`config.mk`:
```
export PLATFORM = sky130hd
export DESIGN_NAME = fetch
export DESIGN_NICKNAME = d
export VERILOG_FILES = /design/src/rtl/fetch.sv
export SDC_FILE = /design/constraint.sdc
export NUM_CORES = 1
export LEC_CHECK = 0
export ABC_AREA = 1
export CAP_MARGIN = 20
export CORE_MARGIN = 2
export CORE_UTILIZATION = 38
export CTS_CLUSTER_SIZE = 40
export DETAILED_ROUTE_END_ITERATION = 16
export PLACE_DENSITY = 0.77
export SETUP_SLACK_MARGIN = 0.02
export SLEW_MARGIN = 10
export SYNTH_ARGS = -nofsm -noshare
export SYNTH_HDL_FRONTEND = slang
export SYNTH_SLANG_ARGS = --single-unit
```
`constraint.sdc`:
```
create_clock -name clk -period 1.3 [get_ports clk]
set_input_delay 0.26 -clock clk [delete_from_list [all_inputs] [get_ports clk]]
set_output_delay 0.26 -clock clk [all_outputs]
set_load 0.1 [all_outputs]
```
`src/rtl/fetch.sv`:
```
// Instruction fetch and stage sequencer for the multi-cycle core.
// Holds the PC, fetches one word per instruction over a req/ack handshake,
// latches it into IR and steps FETCH -> DECODE -> EXECUTE -> MEMORY -> WRITEBACK.
// Optional feature macro: FETCH_MISALIGN_TRAP_EN (misaligned branch target
// redirects to TRAP_VECTOR and pulses trap_o). Default build: target is
// force-aligned and trap_o is tied low.
//
// Handshake: imem_req_o is high for every cycle spent in FETCH (outside reset)
// with imem_addr_o held at pc_o; a transfer completes on the first posedge where
// imem_req_o and imem_ack_i are both high. The ack is ignored in every other
// stage and during reset. stage_o exposes the FSM state directly.
module fetch #(
  parameter logic [31:0] RESET_PC    = 32'h0000_0000,
  parameter logic [31:0] TRAP_VECTOR = 32'h0000_0100,
  parameter logic [31:0] NOP_INSN    = 32'h0000_0013
) (
  input  logic        clk,
  input  logic        reset,
  output logic        imem_req_o,
  output logic [31:0] imem_addr_o,
  input  logic        imem_ack_i,
  input  logic [31:0] imem_data_i,
  input  logic        mem_busy_i,
  input  logic        branch_taken_i,
  input  logic [31:0] branch_target_i,
  output logic [31:0] pc_o,
  output logic [31:0] ir_o,
  output logic [2:0]  stage_o,
  output logic        trap_o
);

  typedef enum logic [2:0] {
    FETCH     = 3'd0,
    DECODE    = 3'd1,
    EXECUTE   = 3'd2,
    MEMORY    = 3'd3,
    WRITEBACK = 3'd4
  } stage_e;

  stage_e      r_stage;
  stage_e      w_stage_next;
  logic        w_fetch_done;
  logic        w_wb_exit;
  logic [31:0] r_pc;
  logic [31:0] r_ir;
  logic [31:0] w_redirect_pc;
  logic [31:0] w_next_pc;
  logic        w_trap_set;

  // Stage register; reset always restarts in FETCH.
  always_ff @(posedge clk) begin
    if (!reset) begin
      r_stage <= FETCH;
    end else begin
      r_stage <= w_stage_next;
    end
  end

  // Next-stage decode plus the two datapath strobes (IR load, PC update).
  always_comb begin
    w_stage_next = FETCH;
    w_fetch_done = 1'b0;
    w_wb_exit    = 1'b0;
    case (r_stage)
      FETCH: begin
        if (imem_ack_i) begin
          w_stage_next = DECODE;
          w_fetch_done = 1'b1;
        end else begin
          w_stage_next = FETCH;
        end
      end
      DECODE:    w_stage_next = EXECUTE;
      EXECUTE:   w_stage_next = MEMORY;
      MEMORY:    w_stage_next = mem_busy_i ? MEMORY : WRITEBACK;
      WRITEBACK: begin
        w_stage_next = FETCH;
        w_wb_exit    = 1'b1;
      end
      // Illegal encodes (5-7) recover to FETCH.
      default:   w_stage_next = FETCH;
    endcase
  end

  // Redirect target selection; misaligned handling depends on the build.
  always_comb begin
    w_redirect_pc = {branch_target_i[31:2], 2'b00};
    w_trap_set    = 1'b0;
`ifdef FETCH_MISALIGN_TRAP_EN
    if (branch_target_i[1:0] != 2'b00) begin
      w_redirect_pc = TRAP_VECTOR;
      w_trap_set    = branch_taken_i;
    end
`endif
    w_next_pc = branch_taken_i ? w_redirect_pc : (r_pc + 32'd4);
  end

  // PC updates only at WRITEBACK exit, IR only at FETCH exit.
  always_ff @(posedge clk) begin
    if (!reset) begin
      r_pc <= RESET_PC;
      r_ir <= NOP_INSN;
    end else begin
      if (w_fetch_done) begin
        r_ir <= imem_data_i;
      end
      if (w_wb_exit) begin
        r_pc <= w_next_pc;
      end
    end
  end

`ifdef FETCH_MISALIGN_TRAP_EN
  logic r_trap;

  // Trap flag is set on the redirecting edge and cleared on the next one,
  // so it covers exactly the first FETCH cycle of the trap vector.
  always_ff @(posedge clk) begin
    if (!reset) begin
      r_trap <= 1'b0;
    end else begin
      r_trap <= w_wb_exit & w_trap_set;
    end
  end

  assign trap_o = r_trap;
`else
  logic w_unused_trap;
  assign w_unused_trap = ^{TRAP_VECTOR, w_trap_set};
  assign trap_o        = 1'b0;
`endif

  assign imem_req_o  = (r_stage == FETCH) & reset;
  assign imem_addr_o = r_pc;
  assign pc_o        = r_pc;
  assign ir_o        = r_ir;
  assign stage_o     = r_stage;

endmodule

```
-- After elaboration in Yosys (flattened, before gate mapping)
Index checks and enable logic that the tools add are counted.
- memory bits (read-only): 0
- memory bits (writable): 0
- bits of input ports: 69
- memories: 0
- output and inout port bits: 101
- bits in latches: 0
- register bits after elaboration: 67
- logic and storage cells: 17
- bitwise operators: 1
- mux-type cells: 7
- equal/unequal tests: 4
- divide/modulo/power cells: 0
- reductions and logical operators: 1
- magnitude comparators: 0
- $add $sub $neg: 1
- $mul: 0
- shift-type cells: 0
- operators with widths (kind ; number):
    adder 32 x 3 -> 32 bit, second input constant ; 1
    2-to-1 mux 32 bit ; 1
    case mux 3 bit (4 select lines) ; 1
    == test 3 x 2 -> 1 bit, second input constant ; 2
    2-to-1 mux 1 bit ; 4
    == test 3 x 1 -> 1 bit, second input constant ; 1
    == test 3 bit, second input constant ; 1
    logical NOT 3 bit ; 1
    2-to-1 mux 3 bit ; 1
    bitwise AND 1 bit ; 1

-- Logic depth before layout (Yosys ltp)
Gate-level depths: netlist of run 1.
- word-level depth: 2
- gate-level depth with buffers: 10
- gate-level depth less buffers: 10

-- Worst setup path after synthesis of run 1
Ideal clock, no wire load.
- path type: reg2out
- start: register r_stage[2], in the netlist stage_o[2]
- end: output port imem_req_o
- required time: 1040 ps
- buffers on the path: 0
- slack: -1364 ps
- arrival time: 2404 ps
- stages on the path, launching flop included: 4
- cell sequence: dfxtp_1 -> inv_1 -> nand2_1 -> nor2_1
- longest elaborated chain between the ends: 2
- ends and longest elaborated chain (element ; line ; source):
    start, declared ; 40 ; stage_e r_stage;
    start signal, assigned ; 55 ; r_stage <= w_stage_next;
    logical NOT 3 bit ; 133 ; assign imem_req_o = (r_stage == FETCH) & reset;
    bitwise AND 1 bit ; 133 ;
    end, declared ; 19 ; output logic imem_req_o,
Every way passes these cells.

-- Worst setup path in the final report of run 1
- start: register r_pc[3], in the netlist imem_addr_o[3]
- end: register r_pc[14], in the netlist imem_addr_o[14]
- longest elaborated chain between the ends: 2
- ends and longest elaborated chain (element ; line ; source):
    start, declared ; 44 ; logic [31:0] r_pc;
    start signal, assigned ; 108 ; r_pc <= w_next_pc;
    adder 32 x 3 -> 32 bit ; 95 ; w_next_pc = branch_taken_i ? w_redirect_pc : (r_pc + 32'd4);
    2-to-1 mux 32 bit ; 95 ;
Every way passes these cells.
A chain may end at the register's enable or synchronous reset.

==> Flow_metrics.wiki, run 1 <==
{| class="wikitable"
! Metric !! Value
|-
| Result of the run || complete, but fails checks
|-
| Violated checks || setup timing
|-
| Area of the multi-input gates || 0.00266 mm^2
|-
| Setup skew after layout || 9.38 ps
|-
| Synthesized area divided by synthesized cell count || 6.45 um^2
|-
| Post-layout worst setup margin || -524 ps
|-
| Async set-reset flop share out of synthesis || 0%
|-
| Clock slew at reported path FFs || 80 ps
|-
| Avg Vias per Cell || 5.91
|-
| Clock tree from TritonCTS || yes
|-
| Main area contributors after synthesis || sky130_fd_sc_hd__dfxtp_1, sky130_fd_sc_hd__nand2_1, sky130_fd_sc_hd__nor2_1, sky130_fd_sc_hd__buf_4, sky130_fd_sc_hd__a21oi_1
|-
| Number of pins with negative max-slew slack in the final report || 0
|-
| Layout net count || 878
|-
| Vias || 5564
|-
| Period minus WS final || 1820 ps
|-
| Xor/xnor cell area share of the yosys netlist || 0%
|-
| Combinational family with the most area after synthesis || simple AND/OR/NAND/NOR gates
|-
| Clock root buffer || sky130_fd_sc_hd__clkbuf_8
|-
| Deepest level of the CTS H-tree || 3
|-
| Clk Latency, worst-skew pair || 360 ps
|-
| CP Launch Type || flip-flop
|-
| Post-synthesis instance area || 0.00366 mm^2
|-
| Total of flip-flops plus latches after synthesis || 65
|-
| Routed WL || 22700 um
|-
| Number of endpoints failing setup at the final stage || 95
|-
| Proportion of layout cells with a drive suffix above 1 || 52.5%
|-
| Hold-fix buffers, CTS || 0
|-
| Worst relative slew slack || 65.7%
|-
| Area of the die || 0.0104 mm^2
|-
| Largest area contributor in the netlist || sky130_fd_sc_hd__dfxtp_1
|-
| Initial antenna violation count || 0
|-
| Fill count || 300
|-
| Antenna cell count || 0
|-
| Number of non-filler instances in the completed layout || 942
|-
| Synthesis-to-finish area growth || 133%
|-
| Core footprint || 0.00928 mm^2
|-
| Worst Path Class, Setup || reg -> reg
|-
| Final antenna-violating net count || 0
|-
| Clock Sink Count || 65
|-
| Share of synthesized cell area in full adder, half adder and majority cells || 0.342%
|-
| Arrival @ worst endpoint || 2050 ps
|-
| Starting DRT DRC Count || 587
|-
| Pwr Density || 819 mW/mm^2
|-
| Commonest non-fill, non-tap cell in the layout || sky130_fd_sc_hd__buf_12
|-
| Maximum fanout along the worst path || 3
|-
| Mean routed wirelength per cell || 24.1 um
|-
| Compound-Gate Fraction of Synth Area || 14.1%
|-
| Warnings from Yosys || 0
|-
| Die outline width || 102 um
|-
| Final worst hold slack || 518 ps
|-
| Number of max-capacitance violations reported || 0
|-
| Final estimated routing congestion in global placement || 0.928
|-
| Number of enable-type register cells in the synthesized netlist || 0
|-
| Drt drc || 0
|-
| Global-route wire length before repair || 24600 um
|-
| Kind of capture point of the worst setup path || flip-flop
|-
| Half-perimeter wire length after detailed placement || 9950 um
|-
| Leading register cell type out of synthesis || sky130_fd_sc_hd__dfxtp_1
|-
| Fraction of the cycle the final worst path needs || 140%
|-
| Maximum number of pins on one net before global-route repair || 33
|-
| Number of port buffers || 162
|-
| Worst supply voltage drop on vdd || 960 uV
|-
| Overall overflow remaining after global route || 0
|-
| Post-synthesis mux area share || 0%
|-
| Simple logic cell fraction of the synthesized area || 36.3%
|-
| Commonest non-fill, non-tap cells in the layout || sky130_fd_sc_hd__buf_12, sky130_fd_sc_hd__nand2_1, sky130_fd_sc_hd__nor2_1, sky130_fd_sc_hd__clkdlybuf4s50_1, sky130_fd_sc_hd__buf_4
|-
| Slew at the pin closest to its max-slew limit || 515 ps
|-
| Count of endpoints failing hold in the final timing report || 0
|-
| Number of placed instances with taps included || 863
|-
| Initial standard-cell utilization of the core || 39.4%
|-
| Setup repair after global routing missed its margin || true
|-
| Number of top-level pins || 170
|-
| All-Layer GR Usage || 30.3%
|-
| Bufs on Longest Clock Path || 2
|-
| Core Rows || 35
|-
| Distinct cell type count of the synthesized netlist || 32
|-
| Area used by sequential logic in the layout || 0.00143 mm^2
|-
| Leakage Power || 3.46 nW
|-
| Sequential cell area fraction in the yosys report || 35.5%
|-
| Number of instances in the synthesized netlist || 568
|-
| Die Ht || 102 um
|-
| Worst EP required || 1520 ps
|-
| Drt pass-1 iters || 8
|-
| Top-area cell type share of the netlist area || 35.5%
|-
| Number of global-route vias before repair || 4917
|-
| HP Class || in -> reg
|-
| Peak Freq || 548 MHz
|-
| Num CTS Buffers || 9
|}
==> layout make-up <==
type	instances	area share (%)
Timing Repair Buffer	281	45.9
Sequential cell	65	16.8
Tap cell	129	1.89
Multi-Input combinational cell	420	31.2
Inverter	29	1.80
Clock buffer	12	1.83
Clock inverter	4	0.293
Timing Repair inverter	2	0.293
==> kinds of logic (layout without fill, tap and decap cells) <==
family                   Yosys count  count (layout)
AO/OA/AOI/OAI                     98              98
flip-flops                        65              65
buffers and inverters             88             328
adder cells (fa/ha/maj)            1               1
AND/OR/NAND/NOR                  315             316
other                              1               5
==> routing by layer <==
metal	vias to the layer above	GRT usage, %	part of all wire, %
met5	-	0	0
met4	0	9.74	8.2
met3	169	9.85	11
met2	520	56.0	48
met1	2611	32.7	33
li1	2264	-	-
==> worst max-delay path: stages, from the launching register on <==
cell and delay [ps]:
sky130_fd_sc_hd__dfxtp_4 390, sky130_fd_sc_hd__ha_4 150, sky130_fd_sc_hd__nand2_4 60, sky130_fd_sc_hd__nor2_4 150, sky130_fd_sc_hd__nand2_4 120, sky130_fd_sc_hd__buf_12 160
sky130_fd_sc_hd__clkinv_8 40, sky130_fd_sc_hd__nand2_4 30, sky130_fd_sc_hd__a21oi_2 150, sky130_fd_sc_hd__o21ai_1 90, sky130_fd_sc_hd__a21oi_1 330
==> worst paths after layout <==
| kind | from | endpoint | slack (ps) | cells past startpoint |
|---|---|---|---|---|
| max | imem_addr_o[3]$_SDFFE_PN0N_ | imem_addr_o[14]$_SDFFE_PN0N_ | -520 | 10 |
| min | imem_data_i[0] | ir_o[0]$_SDFFE_PN1P_ | 520 | 3 |
| max reg2reg | imem_addr_o[3]$_SDFFE_PN0N_ | imem_addr_o[14]$_SDFFE_PN0N_ | -520 | 10 |
| min reg2reg | ir_o[2]$_SDFFE_PN0P_ | ir_o[2]$_SDFFE_PN0P_ | 540 | 2 |
==> flip-flops by register name, summed over array words and instances (netlist names) <==
register and count:
stage_o 3, ir_o 32, imem_addr_o 30
==> synthesized netlist by cell type (2+ instances only) <==
master and instances:
sky130_fd_sc_hd__o21ai_0 43, sky130_fd_sc_hd__a21oi_1 43, sky130_fd_sc_hd__o21bai_1 2, sky130_fd_sc_hd__or2_2 2, sky130_fd_sc_hd__buf_6 2, sky130_fd_sc_hd__nor2_1 129
sky130_fd_sc_hd__nor2_4 6, sky130_fd_sc_hd__nand2_2 3, sky130_fd_sc_hd__inv_1 24, sky130_fd_sc_hd__and2_1 2, sky130_fd_sc_hd__nor2_2 4, sky130_fd_sc_hd__buf_4 39
sky130_fd_sc_hd__nand3_1 34, sky130_fd_sc_hd__a211oi_1 4, sky130_fd_sc_hd__dfxtp_1 65, sky130_fd_sc_hd__o22ai_1 2, sky130_fd_sc_hd__nand2_1 131, sky130_fd_sc_hd__buf_2 5
sky130_fd_sc_hd__inv_2 3, sky130_fd_sc_hd__clkbuf_1 13
==> stage by stage <==
stage          instance area [um^2]  power (mW)  setup TNS [ps]  utilization, %  setup WS [ps]
2_1_floorplan                  3990        3.63           -6810               -           -277
3_3_place_gp                   6810        4.56           -7990            73.4           -238
4_1_cts                        7560        6.31           -8220            81.4           -234
5_1_grt                        8530        7.11          -24070            91.9           -575
6_report                       8530        6.99          -22530            91.9           -524
3_5_place_dp                   6810        4.60          -11750            73.4           -385
==> timing repair <==
action | CTS | global route
cloned | 3 | 7
setup buffers | 22 | 38
endpoints found under the setup margin | 115 | 123
resized for setup | 107 | 151
pin swaps | 36 | 53
==> power breakdown <==
group | leakage (nW) | total [mW] | internal [mW] | switching, mW
Sequential | 0.559 | 2.25 | 2.06 | 0.193
Combinational | 2.80 | 2.99 | 1.16 | 1.82
Clock | 0.0958 | 1.75 | 0.810 | 0.941
Total | 3.46 | 6.99 | 4.03 | 2.96
(Power assumes the default switching activity.)
==> run 2, diff against run 1 <==
--- a/config.mk
+++ b/config.mk
@@ -11,6 +11,7 @@
 export CORE_UTILIZATION = 38
 export CTS_CLUSTER_SIZE = 40
 export DETAILED_ROUTE_END_ITERATION = 16
+export MAX_ROUTING_LAYER = met4
 export PLACE_DENSITY = 0.77
 export SETUP_SLACK_MARGIN = 0.02
 export SLEW_MARGIN = 10
==> Flow_metrics.wiki, run 2 (same netlist as run 1, synthesis figures left out) <==
{| class="wikitable"
! Metric !! Value
|-
| Result of the run || complete, but fails checks (unchanged)
|-
| Violated checks || setup timing (unchanged)
|-
| Half-perimeter wire length after detailed placement || 9890 um (was 9950 um)
|-
| Area of the die || 0.0104 mm^2 (unchanged)
|-
| Worst Path Class, Setup || reg -> reg (unchanged)
|-
| Maximum fanout along the worst path || 5 (was 3)
|-
| Critical Path, Cell by Cell || ha_4 -> nand2_4 -> nor2_4 -> nand2_4 -> nor2_4 -> buf_6 -> nor2_2 -> nor2_1 -> o21ai_1 -> a21oi_1 (was ha_4 -> nand2_4 -> nor2_4 -> nand2_4 -> buf_12 -> clkinv_8 -> nand2_4 -> a21oi_2 -> o21ai_1 -> a21oi_1)
|-
| Max FFs per register || 32 (unchanged)
|-
| Pwr Density || 835 mW/mm^2 (was 819 mW/mm^2)
|-
| Clk Latency, worst-skew pair || 360 ps (about the same)
|-
| Setup repair after global routing missed its margin || true (unchanged)
|-
| Crit-path max cell delay || 390 ps (about the same)
|-
| Global-route wire length before repair || 25100 um (was 24600 um)
|-
| Maximum number of pins on one net before global-route repair || 33 (unchanged)
|-
| Clock tree from TritonCTS || yes (unchanged)
|-
| Vias || 5071 (was 5564)
|-
| Number of non-filler instances in the completed layout || 931 (was 942)
|-
| Period minus WS final || 1610 ps (was 1820 ps)
|-
| Kind of capture point of the worst setup path || flip-flop (unchanged)
|-
| Proportion of layout cells with a drive suffix above 1 || 51.1% (was 52.5%)
|-
| Num CTS Buffers || 9 (unchanged)
|-
| Initial standard-cell utilization of the core || 39.4% (unchanged)
|-
| Fill count || 387 (was 300)
|-
| Core Rows || 35 (unchanged)
|-
| Clock root buffer || sky130_fd_sc_hd__clkbuf_8 (unchanged)
|-
| Worst EP required || 1590 ps (was 1520 ps)
|-
| Mean routed wirelength per cell || 19.8 um (was 24.1 um)
|-
| Number of max-capacitance violations reported || 0 (unchanged)
|-
| Clock Sink Count || 65 (unchanged)
|-
| Post-route core utilization || 88.3% (was 91.9%)
|-
| Drt drc || 0 (unchanged)
|-
| Count of endpoints failing hold in the final timing report || 0 (unchanged)
|-
| Core footprint || 0.00928 mm^2 (unchanged)
|-
| Number of placed instances with taps included || 865 (was 863)
|-
| Synthesis-to-finish area growth || 124% (was 133%)
|-
| Area of the multi-input gates || 0.00250 mm^2 (was 0.00266 mm^2)
|-
| Deepest level of the CTS H-tree || 3 (unchanged)
|-
| Bufs on Longest Clock Path || 2 (unchanged)
|-
| Cell area after layout || 0.00820 mm^2 (was 0.00853 mm^2)
|-
| Leakage Power || 3.25 nW (was 3.46 nW)
|-
| Area of placed instances || 0.00682 mm^2 (was 0.00681 mm^2)
|-
| Pre-CTS worst setup slack || -328 ps (was -385 ps)
|-
| Peak Freq || 622 MHz (was 548 MHz)
|-
| Drt pass-1 iters || 5 (was 8)
|-
| Final antenna-violating net count || 0 (unchanged)
|-
| Post-layout worst setup margin || -308 ps (was -524 ps)
|-
| Worst supply voltage drop on vdd || 793 uV (was 960 uV)
|-
| Antenna cell count || 0 (unchanged)
|-
| Arrival @ worst endpoint || 1890 ps (was 2050 ps)
|-
| Number of endpoints failing setup at the final stage || 85 (was 95)
|-
| Die Ht || 102 um (unchanged)
|-
| HP Class || in -> reg (unchanged)
|-
| Area used by sequential logic in the layout || 0.00143 mm^2 (unchanged)
|-
| Layout net count || 867 (was 878)
|-
| Final estimated routing congestion in global placement || 0.929 (was 0.928)
|-
| Die outline width || 102 um (unchanged)
|-
| Avg Vias per Cell || 5.45 (was 5.91)
|-
| Commonest non-fill, non-tap cells in the layout || sky130_fd_sc_hd__nand2_1, sky130_fd_sc_hd__buf_12, sky130_fd_sc_hd__nor2_1, sky130_fd_sc_hd__clkdlybuf4s50_1, sky130_fd_sc_hd__buf_4 (was sky130_fd_sc_hd__buf_12, sky130_fd_sc_hd__nand2_1, sky130_fd_sc_hd__nor2_1, sky130_fd_sc_hd__clkdlybuf4s50_1, sky130_fd_sc_hd__buf_4)
|-
| Initial antenna violation count || 0 (unchanged)
|-
| Number of global-route vias before repair || 5084 (was 4917)
|-
| Overall overflow remaining after global route || 0 (unchanged)
|-
| Number of pins with negative max-slew slack in the final report || 0 (unchanged)
|-
| CP Launch Type || flip-flop (unchanged)
|-
| Buffering stage count on the worst path with inverters included || 1 (was 2)
|-
| Slowest library cell on the worst path || sky130_fd_sc_hd__dfxtp_4 (unchanged)
|-
| Setup skew after layout || 12.4 ps (was 9.38 ps)
|-
| Kind of cell adding the most delay to the critical path || simple AND/OR/NAND/NOR gates (was compound AO/OA/AOI/OAI gates)
|-
| Clock slew at reported path FFs || 90 ps (was 80 ps)
|-
| Fraction of the cycle the final worst path needs || 124% (was 140%)
|-
| All-Layer GR Usage || 31.9% (was 30.3%)
|-
| Number of port buffers || 162 (unchanged)
|-
| Total power draw || 6.84 mW (was 6.99 mW)
|-
| Starting DRT DRC Count || 343 (was 587)
|-
| Number of top-level pins || 170 (unchanged)
|-
| Final worst hold slack || 524 ps (was 518 ps)
|-
| Post-route setup TNS || -13800 ps (was -22530 ps)
|-
| Routed WL || 18500 um (was 22700 um)
|}
-- run 2: cell type report --
type	count	share of cell area (%)
multi-input combinational	419	30.5
tap	129	1.97
timing repair inverter	4	0.718
clock buffer	9	1.51
inverter	29	1.83
clock inverter	7	0.947
sequential	65	17.4
timing repair buffer	269	45.1
-- run 2: report_power, final --
part           total (mW)  switching (mW)  internal (mW)
sequential           2.23           0.168           2.06
combinational        2.76            1.70           1.06
clock                1.86           0.949          0.906
-- run 2: worst paths after layout --
path	startpoint	to	slack, ps	cells past startpoint
hold reg to reg	ir_o[23]$_SDFFE_PN0P_	ir_o[23]$_SDFFE_PN0P_	520	2
setup reg to reg	imem_addr_o[3]$_SDFFE_PN0N_	imem_addr_o[18]$_SDFFE_PN0N_	-310	10
setup / recovery	imem_addr_o[3]$_SDFFE_PN0N_	imem_addr_o[18]$_SDFFE_PN0N_	-310	10
hold / removal	imem_data_i[21]	ir_o[21]$_SDFFE_PN0P_	520	3
-- run 2: layer usage --
layer	part of all wire (%)	wire, um	GRT usage (%)
met1	34	6230	32.7
met2	53	9820	55.6
met3	8.9	1640	8.82
met4	4.2	782	16.5
met5	0	0	-
-- run 2: timing repair --
action / CTS / global route
pin swaps: 32 / 39
setup buffers: 29 / 25
gates resized for setup: 118 / 103
hold endpoints to repair: 0 / 0
setup endpoints to repair: 115 / 121
hold buffers: 0 / 0
cloned: 5 / 2
-- run 2: worst min-delay path, stage by stage --
cell and delay, ps:
sky130_fd_sc_hd__clkdlybuf4s50_1 400, sky130_fd_sc_hd__o21ai_1 130, sky130_fd_sc_hd__nor2_1 50
